===== src/rtl/shift_operand_sequencer_pkg.sv =====
// Shared definitions for the operand-2 shift sequencer: FSM state encoding,
// barrel-shifter type codes, instruction field positions and the carry-source rule.
package shift_pkg;

    // Sequencer FSM states, in the order an instruction walks through them
    typedef enum logic [2:0] {
        IDLE  = 3'd0,
        RD_RM = 3'd1,
        RD_RS = 3'd2,
        LOAD  = 3'd3,
        SHIFT = 3'd4,
        OUT   = 3'd5
    } state_t;

    // Shift type field as presented on shift_op[2:1]
    localparam logic [1:0] SH_LSL = 2'b00;
    localparam logic [1:0] SH_LSR = 2'b01;
    localparam logic [1:0] SH_ASR = 2'b10;
    localparam logic [1:0] SH_ROR = 2'b11;

    // Instruction field positions
    localparam int I_BIT         = 25;
    localparam int REG_SHIFT_BIT = 4;

    // Rotated immediates use the register-amount ROR encoding
    localparam logic [2:0] OP_IMM_ROT = {SH_ROR, 1'b1};

    // True when the shifter leaves its carry undefined and the old C flag
    // must pass through instead: a zero amount under register-amount
    // semantics, or LSL #0 under immediate semantics.
    function automatic logic carry_from_flag(input logic [7:0] num,
                                             input logic [2:0] op);
        return (num == 8'd0) && (op[0] || (op == {SH_LSL, 1'b0}));
    endfunction

endpackage


===== src/rtl/shift_operand_sequencer_if.sv =====
// Signal bundle between the sequencer and its neighbours: the instruction
// handshake, the register-file read port, the barrel shifter and the ALU-side
// result handshake.
//
// Handshakes (in_valid/in_ready, out_valid/out_ready): a transfer happens on a
// rising edge where valid and ready are both high. The payload must be stable
// whenever valid is high, and valid stays high until the transfer. Ready does
// not depend on valid.
interface shift_operand_sequencer_if;

    // Instruction input handshake
    logic        in_valid;
    logic        in_ready;
    logic [31:0] instr;
    logic        cf_in;

    // Register-file read port, data one cycle after the strobe
    logic        rf_rd_en;
    logic [3:0]  rf_addr;
    logic [31:0] rf_rdata;

    // Barrel shifter operands and result
    logic [31:0] shift_data;
    logic [7:0]  shift_num;
    logic [2:0]  shift_op;
    logic        shift_cf;
    logic [31:0] shift_out;
    logic        shift_carry_in;

    // Operand-2 result handshake
    logic        out_valid;
    logic        out_ready;
    logic [31:0] op2;
    logic        op2_carry;

    // Sequencer side
    modport master (
        input  in_valid, instr, cf_in, rf_rdata, shift_out, shift_carry_in, out_ready,
        output in_ready, rf_rd_en, rf_addr, shift_data, shift_num, shift_op, shift_cf,
               out_valid, op2, op2_carry
    );

    // Environment side: instruction source, register file, shifter, ALU
    modport slave (
        output in_valid, instr, cf_in, rf_rdata, shift_out, shift_carry_in, out_ready,
        input  in_ready, rf_rd_en, rf_addr, shift_data, shift_num, shift_op, shift_cf,
               out_valid, op2, op2_carry
    );

endinterface


===== src/rtl/shift_operand_sequencer_decode.sv =====
// Combinational decode of the operand-2 field: register indices, the
// immediate operand and the shift amount/op known at accept time.
module op2_field_decode
    import shift_pkg::*;
(
    input  logic        imm_bit_i,
    input  logic [11:0] field_i,
    output logic        imm_o,
    output logic        reg_shift_o,
    output logic [3:0]  rm_idx_o,
    output logic [3:0]  rs_idx_o,
    output logic [31:0] imm_data_o,
    output logic [7:0]  num_o,
    output logic [2:0]  op_o
);

    // Split the field; the register-amount case leaves num at 0 until Rs arrives
    always_comb begin
        imm_o       = imm_bit_i;
        reg_shift_o = !imm_bit_i && field_i[REG_SHIFT_BIT];
        rm_idx_o    = field_i[3:0];
        rs_idx_o    = field_i[11:8];
        imm_data_o  = {24'd0, field_i[7:0]};
        num_o       = 8'd0;
        op_o        = 3'd0;
        if (imm_bit_i) begin
            num_o = {3'd0, field_i[11:8], 1'b0};
            op_o  = OP_IMM_ROT;
        end else if (field_i[REG_SHIFT_BIT]) begin
            num_o = 8'd0;
            op_o  = {field_i[6:5], 1'b1};
        end else begin
            num_o = {3'd0, field_i[11:7]};
            op_o  = {field_i[6:5], 1'b0};
        end
    end

endmodule


===== src/rtl/shift_operand_sequencer.sv =====
// Multi-cycle operand-2 sequencer: accepts an instruction, fetches Rm/Rs from
// the register file, holds registered operands steady for the external
// barrel shifter, then offers operand 2 and its carry to the ALU stage.
module shift_operand_sequencer
    import shift_pkg::*;
(
    input  logic                      clk,
    input  logic                      rst,
    shift_operand_sequencer_if.master bus,
    output state_t                    dbg_state_o
);

    state_t      state_q, state_d;

    logic [31:0] data_q, data_d;
    logic [7:0]  num_q, num_d;
    logic [2:0]  op_q, op_d;
    logic        cf_q, cf_d;
    logic [3:0]  rm_q, rm_d;
    logic [3:0]  rs_q, rs_d;
    logic        reg_shift_q, reg_shift_d;
    logic [31:0] op2_q, op2_d;
    logic        op2_carry_q, op2_carry_d;

    logic        dec_imm;
    logic        dec_reg_shift;
    logic [3:0]  dec_rm;
    logic [3:0]  dec_rs;
    logic [31:0] dec_imm_data;
    logic [7:0]  dec_num;
    logic [2:0]  dec_op;

    // Instruction bits outside the operand-2 field play no part here
    logic        unused_instr_bits;
    assign unused_instr_bits = ^{bus.instr[31:26], bus.instr[24:12]};

    op2_field_decode u_decode (
        .imm_bit_i   (bus.instr[I_BIT]),
        .field_i     (bus.instr[11:0]),
        .imm_o       (dec_imm),
        .reg_shift_o (dec_reg_shift),
        .rm_idx_o    (dec_rm),
        .rs_idx_o    (dec_rs),
        .imm_data_o  (dec_imm_data),
        .num_o       (dec_num),
        .op_o        (dec_op)
    );

    // FSM state register; reset abandons any in-flight instruction
    always_ff @(posedge clk) begin
        if (rst) begin
            state_q <= IDLE;
        end else begin
            state_q <= state_d;
        end
    end

    // FSM next state: immediates skip the register reads entirely
    always_comb begin
        state_d = state_q;
        case (state_q)
            IDLE:    if (bus.in_valid) state_d = dec_imm ? SHIFT : RD_RM;
            RD_RM:   state_d = reg_shift_q ? RD_RS : LOAD;
            RD_RS:   state_d = LOAD;
            LOAD:    state_d = SHIFT;
            SHIFT:   state_d = OUT;
            OUT:     if (bus.out_ready) state_d = IDLE;
            default: state_d = IDLE;
        endcase
    end

    // FSM outputs: handshake readies and the register-file read port
    always_comb begin
        bus.in_ready  = 1'b0;
        bus.out_valid = 1'b0;
        bus.rf_rd_en  = 1'b0;
        bus.rf_addr   = 4'd0;
        case (state_q)
            IDLE:  bus.in_ready = 1'b1;
            RD_RM: begin
                bus.rf_rd_en = 1'b1;
                bus.rf_addr  = rm_q;
            end
            RD_RS: begin
                bus.rf_rd_en = 1'b1;
                bus.rf_addr  = rs_q;
            end
            OUT:   bus.out_valid = 1'b1;
            default: ;
        endcase
    end

    // Datapath next values: latch decode at accept, fill in read data as it
    // returns, and capture the shifter result once its inputs have settled
    always_comb begin
        data_d      = data_q;
        num_d       = num_q;
        op_d        = op_q;
        cf_d        = cf_q;
        rm_d        = rm_q;
        rs_d        = rs_q;
        reg_shift_d = reg_shift_q;
        op2_d       = op2_q;
        op2_carry_d = op2_carry_q;
        case (state_q)
            IDLE: begin
                if (bus.in_valid) begin
                    cf_d        = bus.cf_in;
                    rm_d        = dec_rm;
                    rs_d        = dec_rs;
                    reg_shift_d = dec_reg_shift;
                    num_d       = dec_num;
                    op_d        = dec_op;
                    data_d      = dec_imm ? dec_imm_data : 32'd0;
                end
            end
            // Rm read issued in RD_RM lands here
            RD_RS: data_d = bus.rf_rdata;
            // Either Rs (amount, low byte only) or Rm lands here
            LOAD: begin
                if (reg_shift_q) begin
                    num_d = bus.rf_rdata[7:0];
                end else begin
                    data_d = bus.rf_rdata;
                end
            end
            SHIFT: begin
                op2_d       = bus.shift_out;
                op2_carry_d = carry_from_flag(num_q, op_q) ? cf_q : bus.shift_carry_in;
            end
            default: ;
        endcase
    end

    // Datapath registers
    always_ff @(posedge clk) begin
        if (rst) begin
            data_q      <= 32'd0;
            num_q       <= 8'd0;
            op_q        <= 3'd0;
            cf_q        <= 1'b0;
            rm_q        <= 4'd0;
            rs_q        <= 4'd0;
            reg_shift_q <= 1'b0;
            op2_q       <= 32'd0;
            op2_carry_q <= 1'b0;
        end else begin
            data_q      <= data_d;
            num_q       <= num_d;
            op_q        <= op_d;
            cf_q        <= cf_d;
            rm_q        <= rm_d;
            rs_q        <= rs_d;
            reg_shift_q <= reg_shift_d;
            op2_q       <= op2_d;
            op2_carry_q <= op2_carry_d;
        end
    end

    assign bus.shift_data = data_q;
    assign bus.shift_num  = num_q;
    assign bus.shift_op   = op_q;
    assign bus.shift_cf   = cf_q;
    assign bus.op2        = op2_q;
    assign bus.op2_carry  = op2_carry_q;
    assign dbg_state_o    = state_q;

endmodule


===== src/flat_wrapper.sv =====
// flat-port wrapper written by rule: the top's interface ports become plain ports
module shift_operand_sequencer_flat import shift_pkg::*;
  (clk, rst, dbg_state_o, bus_in_valid, bus_instr, bus_cf_in, bus_rf_rdata, bus_shift_out, bus_shift_carry_in, bus_out_ready, bus_in_ready, bus_rf_rd_en, bus_rf_addr, bus_shift_data, bus_shift_num, bus_shift_op, bus_shift_cf, bus_out_valid, bus_op2, bus_op2_carry);
  shift_operand_sequencer_if bus_i ();
  input  logic clk;
  input  logic rst;
  output state_t dbg_state_o;
  input wire logic [$bits(bus_i.in_valid)-1:0] bus_in_valid;
  input wire logic [$bits(bus_i.instr)-1:0] bus_instr;
  input wire logic [$bits(bus_i.cf_in)-1:0] bus_cf_in;
  input wire logic [$bits(bus_i.rf_rdata)-1:0] bus_rf_rdata;
  input wire logic [$bits(bus_i.shift_out)-1:0] bus_shift_out;
  input wire logic [$bits(bus_i.shift_carry_in)-1:0] bus_shift_carry_in;
  input wire logic [$bits(bus_i.out_ready)-1:0] bus_out_ready;
  output wire logic [$bits(bus_i.in_ready)-1:0] bus_in_ready;
  output wire logic [$bits(bus_i.rf_rd_en)-1:0] bus_rf_rd_en;
  output wire logic [$bits(bus_i.rf_addr)-1:0] bus_rf_addr;
  output wire logic [$bits(bus_i.shift_data)-1:0] bus_shift_data;
  output wire logic [$bits(bus_i.shift_num)-1:0] bus_shift_num;
  output wire logic [$bits(bus_i.shift_op)-1:0] bus_shift_op;
  output wire logic [$bits(bus_i.shift_cf)-1:0] bus_shift_cf;
  output wire logic [$bits(bus_i.out_valid)-1:0] bus_out_valid;
  output wire logic [$bits(bus_i.op2)-1:0] bus_op2;
  output wire logic [$bits(bus_i.op2_carry)-1:0] bus_op2_carry;
  assign bus_i.in_valid = bus_in_valid;
  assign bus_i.instr = bus_instr;
  assign bus_i.cf_in = bus_cf_in;
  assign bus_i.rf_rdata = bus_rf_rdata;
  assign bus_i.shift_out = bus_shift_out;
  assign bus_i.shift_carry_in = bus_shift_carry_in;
  assign bus_i.out_ready = bus_out_ready;
  assign bus_in_ready = bus_i.in_ready;
  assign bus_rf_rd_en = bus_i.rf_rd_en;
  assign bus_rf_addr = bus_i.rf_addr;
  assign bus_shift_data = bus_i.shift_data;
  assign bus_shift_num = bus_i.shift_num;
  assign bus_shift_op = bus_i.shift_op;
  assign bus_shift_cf = bus_i.shift_cf;
  assign bus_out_valid = bus_i.out_valid;
  assign bus_op2 = bus_i.op2;
  assign bus_op2_carry = bus_i.op2_carry;
  shift_operand_sequencer u_core (.clk(clk), .rst(rst), .bus(bus_i), .dbg_state_o(dbg_state_o));
endmodule

===== config.mk =====
export PLATFORM = sky130hd
export DESIGN_NAME = shift_operand_sequencer_flat
export DESIGN_NICKNAME = d
export VERILOG_FILES = /design/src/rtl/shift_operand_sequencer_pkg.sv /design/src/rtl/shift_operand_sequencer_if.sv /design/src/rtl/shift_operand_sequencer_decode.sv /design/src/rtl/shift_operand_sequencer.sv /design/src/flat_wrapper.sv
export SDC_FILE = /design/constraint.sdc
export NUM_CORES = 1
export LEC_CHECK = 0
export BUFFER_PORTS_ARGS = -buffer_cell sky130_fd_sc_hd__buf_2
export CELL_PAD_IN_SITES_DETAIL_PLACEMENT = 1
export CELL_PAD_IN_SITES_GLOBAL_PLACEMENT = 1
export CORE_ASPECT_RATIO = 0.7
export CORE_MARGIN = 2
export CORE_UTILIZATION = 31
export DETAILED_ROUTE_END_ITERATION = 16
export PLACE_DENSITY_LB_ADDON = 0.1
export SKIP_LAST_GASP = 1
export SYNTH_ARGS = -nofsm -noshare
export SYNTH_HDL_FRONTEND = slang
export SYNTH_SLANG_ARGS = --single-unit

===== constraint.sdc =====
create_clock -name clk -period 1.83 [get_ports clk]
set_input_delay 0.183 -clock clk [delete_from_list [all_inputs] [get_ports clk]]
set_output_delay 0.183 -clock clk [all_outputs]
set_load 0.02 [all_outputs]

# ---- Yosys cells after proc, flatten, opt, wreduce, memory -nomap -nowiden
# Index checks and enable logic that the tools add are counted.
# Widths: inputs -> output; s select.
dict set report word_totals {
  ff_bits 89
  latch_bits 0
  ram_bits 0
  rom_bits 0
  input_bits 102
  output_inout_bits 87
  word_cells 54
  mem_count 0
}
dict set report op_classes {
  n_addsub 0
  mul 0
  n_div 0
  order_cmp 0
  eq_ne 9
  shift 0
  mux 21
  bitwise_logic 0
  n_reduce_logical 14
}
# cell count
set ops {}
lappend ops {{$pmux 32 s3} 1}
lappend ops {{$mux 32} 2}
lappend ops {{$mux 8} 3}
lappend ops {{$pmux 3 s6} 1}
lappend ops {{$pmux 8 s2} 1}
lappend ops {{$mux 3} 4}
lappend ops {{$mux 5} 2}
lappend ops {{$logic_not 8->1} 1}
lappend ops {{$pmux 4 s2} 1}
lappend ops {{$eq 3x2->1 const B} 2}
lappend ops {{$eq 3x3->1 const B} 2}
lappend ops {{$logic_not 3->1} 2}
lappend ops {{$mux 1} 6}
lappend ops {{$ne 2x2->1 const B} 3}
lappend ops {{$reduce_and 3->1} 2}
lappend ops {{$reduce_and 2->1} 2}
lappend ops {{$eq 3x1->1 const B} 1}
lappend ops {{$reduce_bool 3->1} 1}
lappend ops {{$logic_and 1x1->1} 2}
lappend ops {{$ne 2x1->1 const B} 1}
lappend ops {{$reduce_bool 2->1} 1}
lappend ops {{$reduce_or 2->1} 1}
lappend ops {{$logic_not 1->1} 1}
lappend ops {{$logic_or 1x1->1} 1}

# ---- Depth between registers and ports, before layout
dict set report depth {
  depth_word 4
  mapped_depth 6
  ltp_nobuf 4
}

# ---- By module
# From an unflattened synthesis, not the netlist that was laid out.
dict set report unflattened {
  cells_unflattened 532
  hier_area_um2 4516.8
}
# mod instances cells_per_inst area_per_inst_um2 seq_area_each_um2
set modules_own_cells {}
lappend modules_own_cells {shift_operand_sequencer 1 476 4108.9 1781.7}
lappend modules_own_cells {op2_field_decode 1 56 407.9 0.0}

# ---- Worst setup path after synthesis
# Ideal clock, no wire load.
dict set report synth_path {
  path_kind {register to output}
  from {register u_core.state_q[1] (netlist: u_core.dbg_state_o[1])}
  to {output bus_rf_addr[0]}
  arrival_time_ns 1.433
  required_time_ns 1.647
  setup_slack_ns 0.214
  stages_incl_launch_ff 6
  n_path_buf 1
  cell_sequence {dfxtp_1 buf_2 inv_1 nor2_1 a22oi_1 nor2_1}
}
dict set report synth_via {
  elab_chain_cells 2
  word_cells_on_any_way 3
  cone_classes {2 x eq/ne; 1 x mux}
}
# item line_no
set synth_rtl {}
lappend synth_rtl {{start, declared} shift_operand_sequencer.sv:13} ;# state_t state_q, state_d;
lappend synth_rtl {{start signal, assigned} shift_operand_sequencer.sv:54} ;# state_q <= state_d;
lappend synth_rtl {{$eq 3x2->1 / $eq 3x1->1 (equally long branches)} shift_operand_sequencer.sv:78} ;# case (state_q)
lappend synth_rtl {{$pmux 4 s2 (*)} shift_operand_sequencer.sv:78}
lappend synth_rtl {{end, declared} flat_wrapper.sv:17} ;# output wire logic [$bits(bus_i.rf_addr)-1:0] bus_rf_addr;
# Every way passes the cells marked *; elsewhere a longest branch is shown, timed or not.

# ---- Worst setup path after layout
dict set report layout_path {
  from {register u_core.state_q[0] (netlist: u_core.dbg_state_o[0])}
  to {output bus_rf_addr[2]}
}
# The elaborated chain is that of the path after synthesis.

==> results.cfg <==
[global_routing]
grt_pass1_wl_mm = 18.59
grt_pass1_vias = 3699
grt_use_met1_pct = 23.14
grt_max_degree = 33
grt-busiest-layer = met2
grt-ovfl-total = 0
grt_use_met3_pct = 6.227
use_met2_pct = 31.17
grt_usage_pct = 18.57
antenna_found_initial = 0

[timing]
drv_slew = 0
timing.final.ws_setup_ps = 170.9
fmax_mhz = 602.7
fin_crit_ps = 1659
slew_headroom_pct = 69.73
rsz0062_at_grt = false
hold_viol = 0
worstMarginPinSlew_ps = 454.1
fin_tns_setup_ps = 0
setup_viol = 0
finClkSkew_ps = 9.152
period_share_pct = 90.66

[hold_path]
min_path_type = primary input to register
holdPathStages = 3
min_to = u_core.bus.op2[29]$_SDFFE_PP0N_
hp-start = bus_shift_out[29]

[synthesis]
syn_nets = 543
synthTopCellsByArea = dfxtp_1 (49%), nand2_1 (10%), a21oi_1 (6.6%)
seq_area_frac_synth_pct = 49.21
syn_inst = 441
yosysWarnings = 0
yosysTopAreaCellShare_pct = 49.21
syn_area_per_cell_sq_um = 8.211
ys_types = 38
yosysTopAreaCell = dfxtp_1
synthesis.area_sq_um = 3621
ys_ff_latch = 89

[place]
place_ws_ps = 173.3
hpwl_mm = 8.633
numPortBuffers = 169
globalplace.congestion = 0.7456
place_area_sq_um = 4747

[clock_tree]
cts_root_buf = clkbuf_16
cts_hold_buf = 0
cts_buffers = 9
clock_tree.buffer_depth = 2
htreeDepth = 3
clock_latency_ps = 340
cts_sinks = 89
clk_pin_slew_ps = 60
cts_tree = built

[power_and_ir_drop]
p_int_w = 0.004177
switchingPower_w = 0.001962
combPwrFrac_pct = 28.5
p_sw_share_pct = 31.96
p_clk_share_pct = 34.0
powerDensity_nw_per_um2 = 1208
vdd.ir_drop.worst_mv = 0.5455
seqPwrFrac_pct = 37.5
p_leak_nw = 2.370

[floorplanning]
die_w_um = 133.2
core_area_sq_um = 11210
fp.dieArea_sq_um = 12580
ios = 189
row_count = 32
start_util_pct = 32.30
fp.dieH_um = 94.43

[setup_path]
worstPathArrival_ps = 1480
cp-end-kind = primary output
startpoint_type = register
crit_required_ps = 1650
cp_max_fo = 9
r2r_start = u_core.dbg_state_o[2]$_SDFFE_PP0P_
criticalPathCategory = register to primary output
reg2reg_depth = 5
reg2reg_to = u_core.bus.shift_num[4]$_SDFFE_PP0P_
rrSetupSlack_ps = 210

[routing]
wl_per_cell_um = 14.95
vias = 3610
drtIter0Drc = 123
ant_nets = 0
drt_wl_total_mm = 11.46
route.detailed.drc = 0
dr.pass1.iters = 4
post_drt_via_cell_ratio = 4.707

[finish]
nNetsFinal = 713
final_cell_area_sq_um = 5084
drive_gt1_share_pct = 34.69
syn2layout_area_growth_pct = 40.39
antenna_cells = 0

[outcome]
status = finished, final reports clean

[flow_run]
drv_cap = 0
## registers in the layout (all words and copies together) (netlist names), 3 cells and up
name                   flops
u_core.rs_q                4
u_core.dbg_state_o         3
u_core.bus.shift_data     32
u_core.bus.shift_num       8
u_core.bus.shift_op        3
u_core.bus.op2            32
u_core.rm_q                4
## worst max path at each step
stage	cells past startpoint	slack, ps	end	startpoint
after global routing	4	50	bus_rf_addr[2]	u_core.dbg_state_o[0]$_SDFFE_PP0P_
final	4	170	bus_rf_addr[2]	u_core.dbg_state_o[0]$_SDFFE_PP0P_
after global placement	5	210	u_core.bus.shift_data[10]$_SDFFE_PP0P_	u_core.dbg_state_o[1]$_SDFFE_PP0P_
after CTS	4	50	bus_rf_addr[2]	u_core.dbg_state_o[0]$_SDFFE_PP0P_
after floorplan	5	210	bus_rf_addr[0]	u_core.dbg_state_o[1]$_SDFFE_PP0P_
after detailed placement	5	170	u_core.bus.shift_data[10]$_SDFFE_PP0P_	u_core.dbg_state_o[1]$_SDFFE_PP0P_
## power groups by stage
stage | combinational (W) | sequential (W) | clock, W
floorplan | 0.000904 | 0.00254 | 0
global placement | 0.00173 | 0.00233 | 0
detailed placement | 0.00177 | 0.00234 | 0
CTS | 0.00178 | 0.00230 | 0.00215
global route | 0.00194 | 0.00233 | 0.00220
finish | 0.00175 | 0.00230 | 0.00209
## repair_timing
| item | CTS | global route |
|---|---|---|
| endpoints found under the setup margin | 6 | 3 |
| resized for setup | 1 | 2 |
| hold endpoints to repair | 0 | 0 |
| cloned | 0 | 0 |
| setup buffers | 0 | 0 |
## synthesized netlist by cell type
cell and n:
and3b_1 1, o211a_1 1, a2111oi_0 1, nor4b_2 1
clkbuf_1 22, a311oi_1 8, a221oi_1 3, a22oi_1 4
o22a_1 1, a21oi_1 48, buf_1 1, inv_1 2
nand4b_1 1, nand3b_1 1, buf_4 3, mux2i_1 24
o2bb2ai_1 1, a21oi_2 1, nor3b_1 1, dfxtp_1 89
nand2b_1 2, nand3_1 11, nor4_1 3, and2b_1 2
nor2b_1 3, and2_1 25, nand2_2 1, o21ba_2 1
nor3_1 11, and4b_1 1, a211oi_1 3, and2_0 1
or4b_1 1, nor2_1 54, a2bb2oi_1 1, nand2_1 98
buf_2 8, o21bai_1 1
## layout make-up
cell class / instances / area (sq um)
Timing Repair Buffer: 193 / 1076
Clock buffer: 9 / 225.2
Tap cell: 153 / 191.4
Multi-Input combinational cell: 316 / 1692
Inverter: 2 / 7.507
Sequential cell: 89 / 1785
Clock inverter: 5 / 106.4
Fill cell: 1387 / 6127
## cell usage in the layout, fill, tap and decap left out, types with 2 or more instances in the layout
cell type,instances
a211oi_1,3
a21oi_1,48
a221oi_1,3
a22oi_1,4
a311oi_1,8
and2_1,25
buf_12,4
buf_2,169
buf_4,20
bufinv_16,3
clkbuf_16,9
dfxtp_1,88
inv_1,2
mux2i_1,24
nand2_1,98
nand2b_1,2
nand3_1,11
nor2_1,54
nor2b_1,3
nor3_1,11
nor4_1,3
## logic make-up after synthesis
family                 share of synthesized area, %
flip-flops                                    49.21
AO/OA/AOI/OAI                                 12.72
AND/OR/NAND/NOR                               27.13
buffers and inverters                         4.319
multiplexers                                  6.634
## per-layer routing
metal / part of all wire (%) / vias up
met5: 0 / -
met4: 1.2 / 0
met3: 6.4 / 11
met2: 45 / 95
met1: 48 / 1696
li1: - / 1808
## metrics by stage
stage	cells	hold WS (ps)	utilization, %	total power, W
after floorplan	441	319.0	-	0.003447
after global placement	753	424.7	42.34	0.004060
after detailed placement	753	430.2	42.34	0.004111
after CTS	767	59.57	45.31	0.006232
after global routing	767	75.26	45.35	0.006469
final	767	76.82	45.35	0.006139
## worst max-delay path, cell delays in order (launching register included)
cell and delay (ps):
dfxtp_1 470, and2b_2 280, a22oi_1 90, nor2_1 110, buf_2 190
Note: power is estimated with default switching activity, not from simulation.
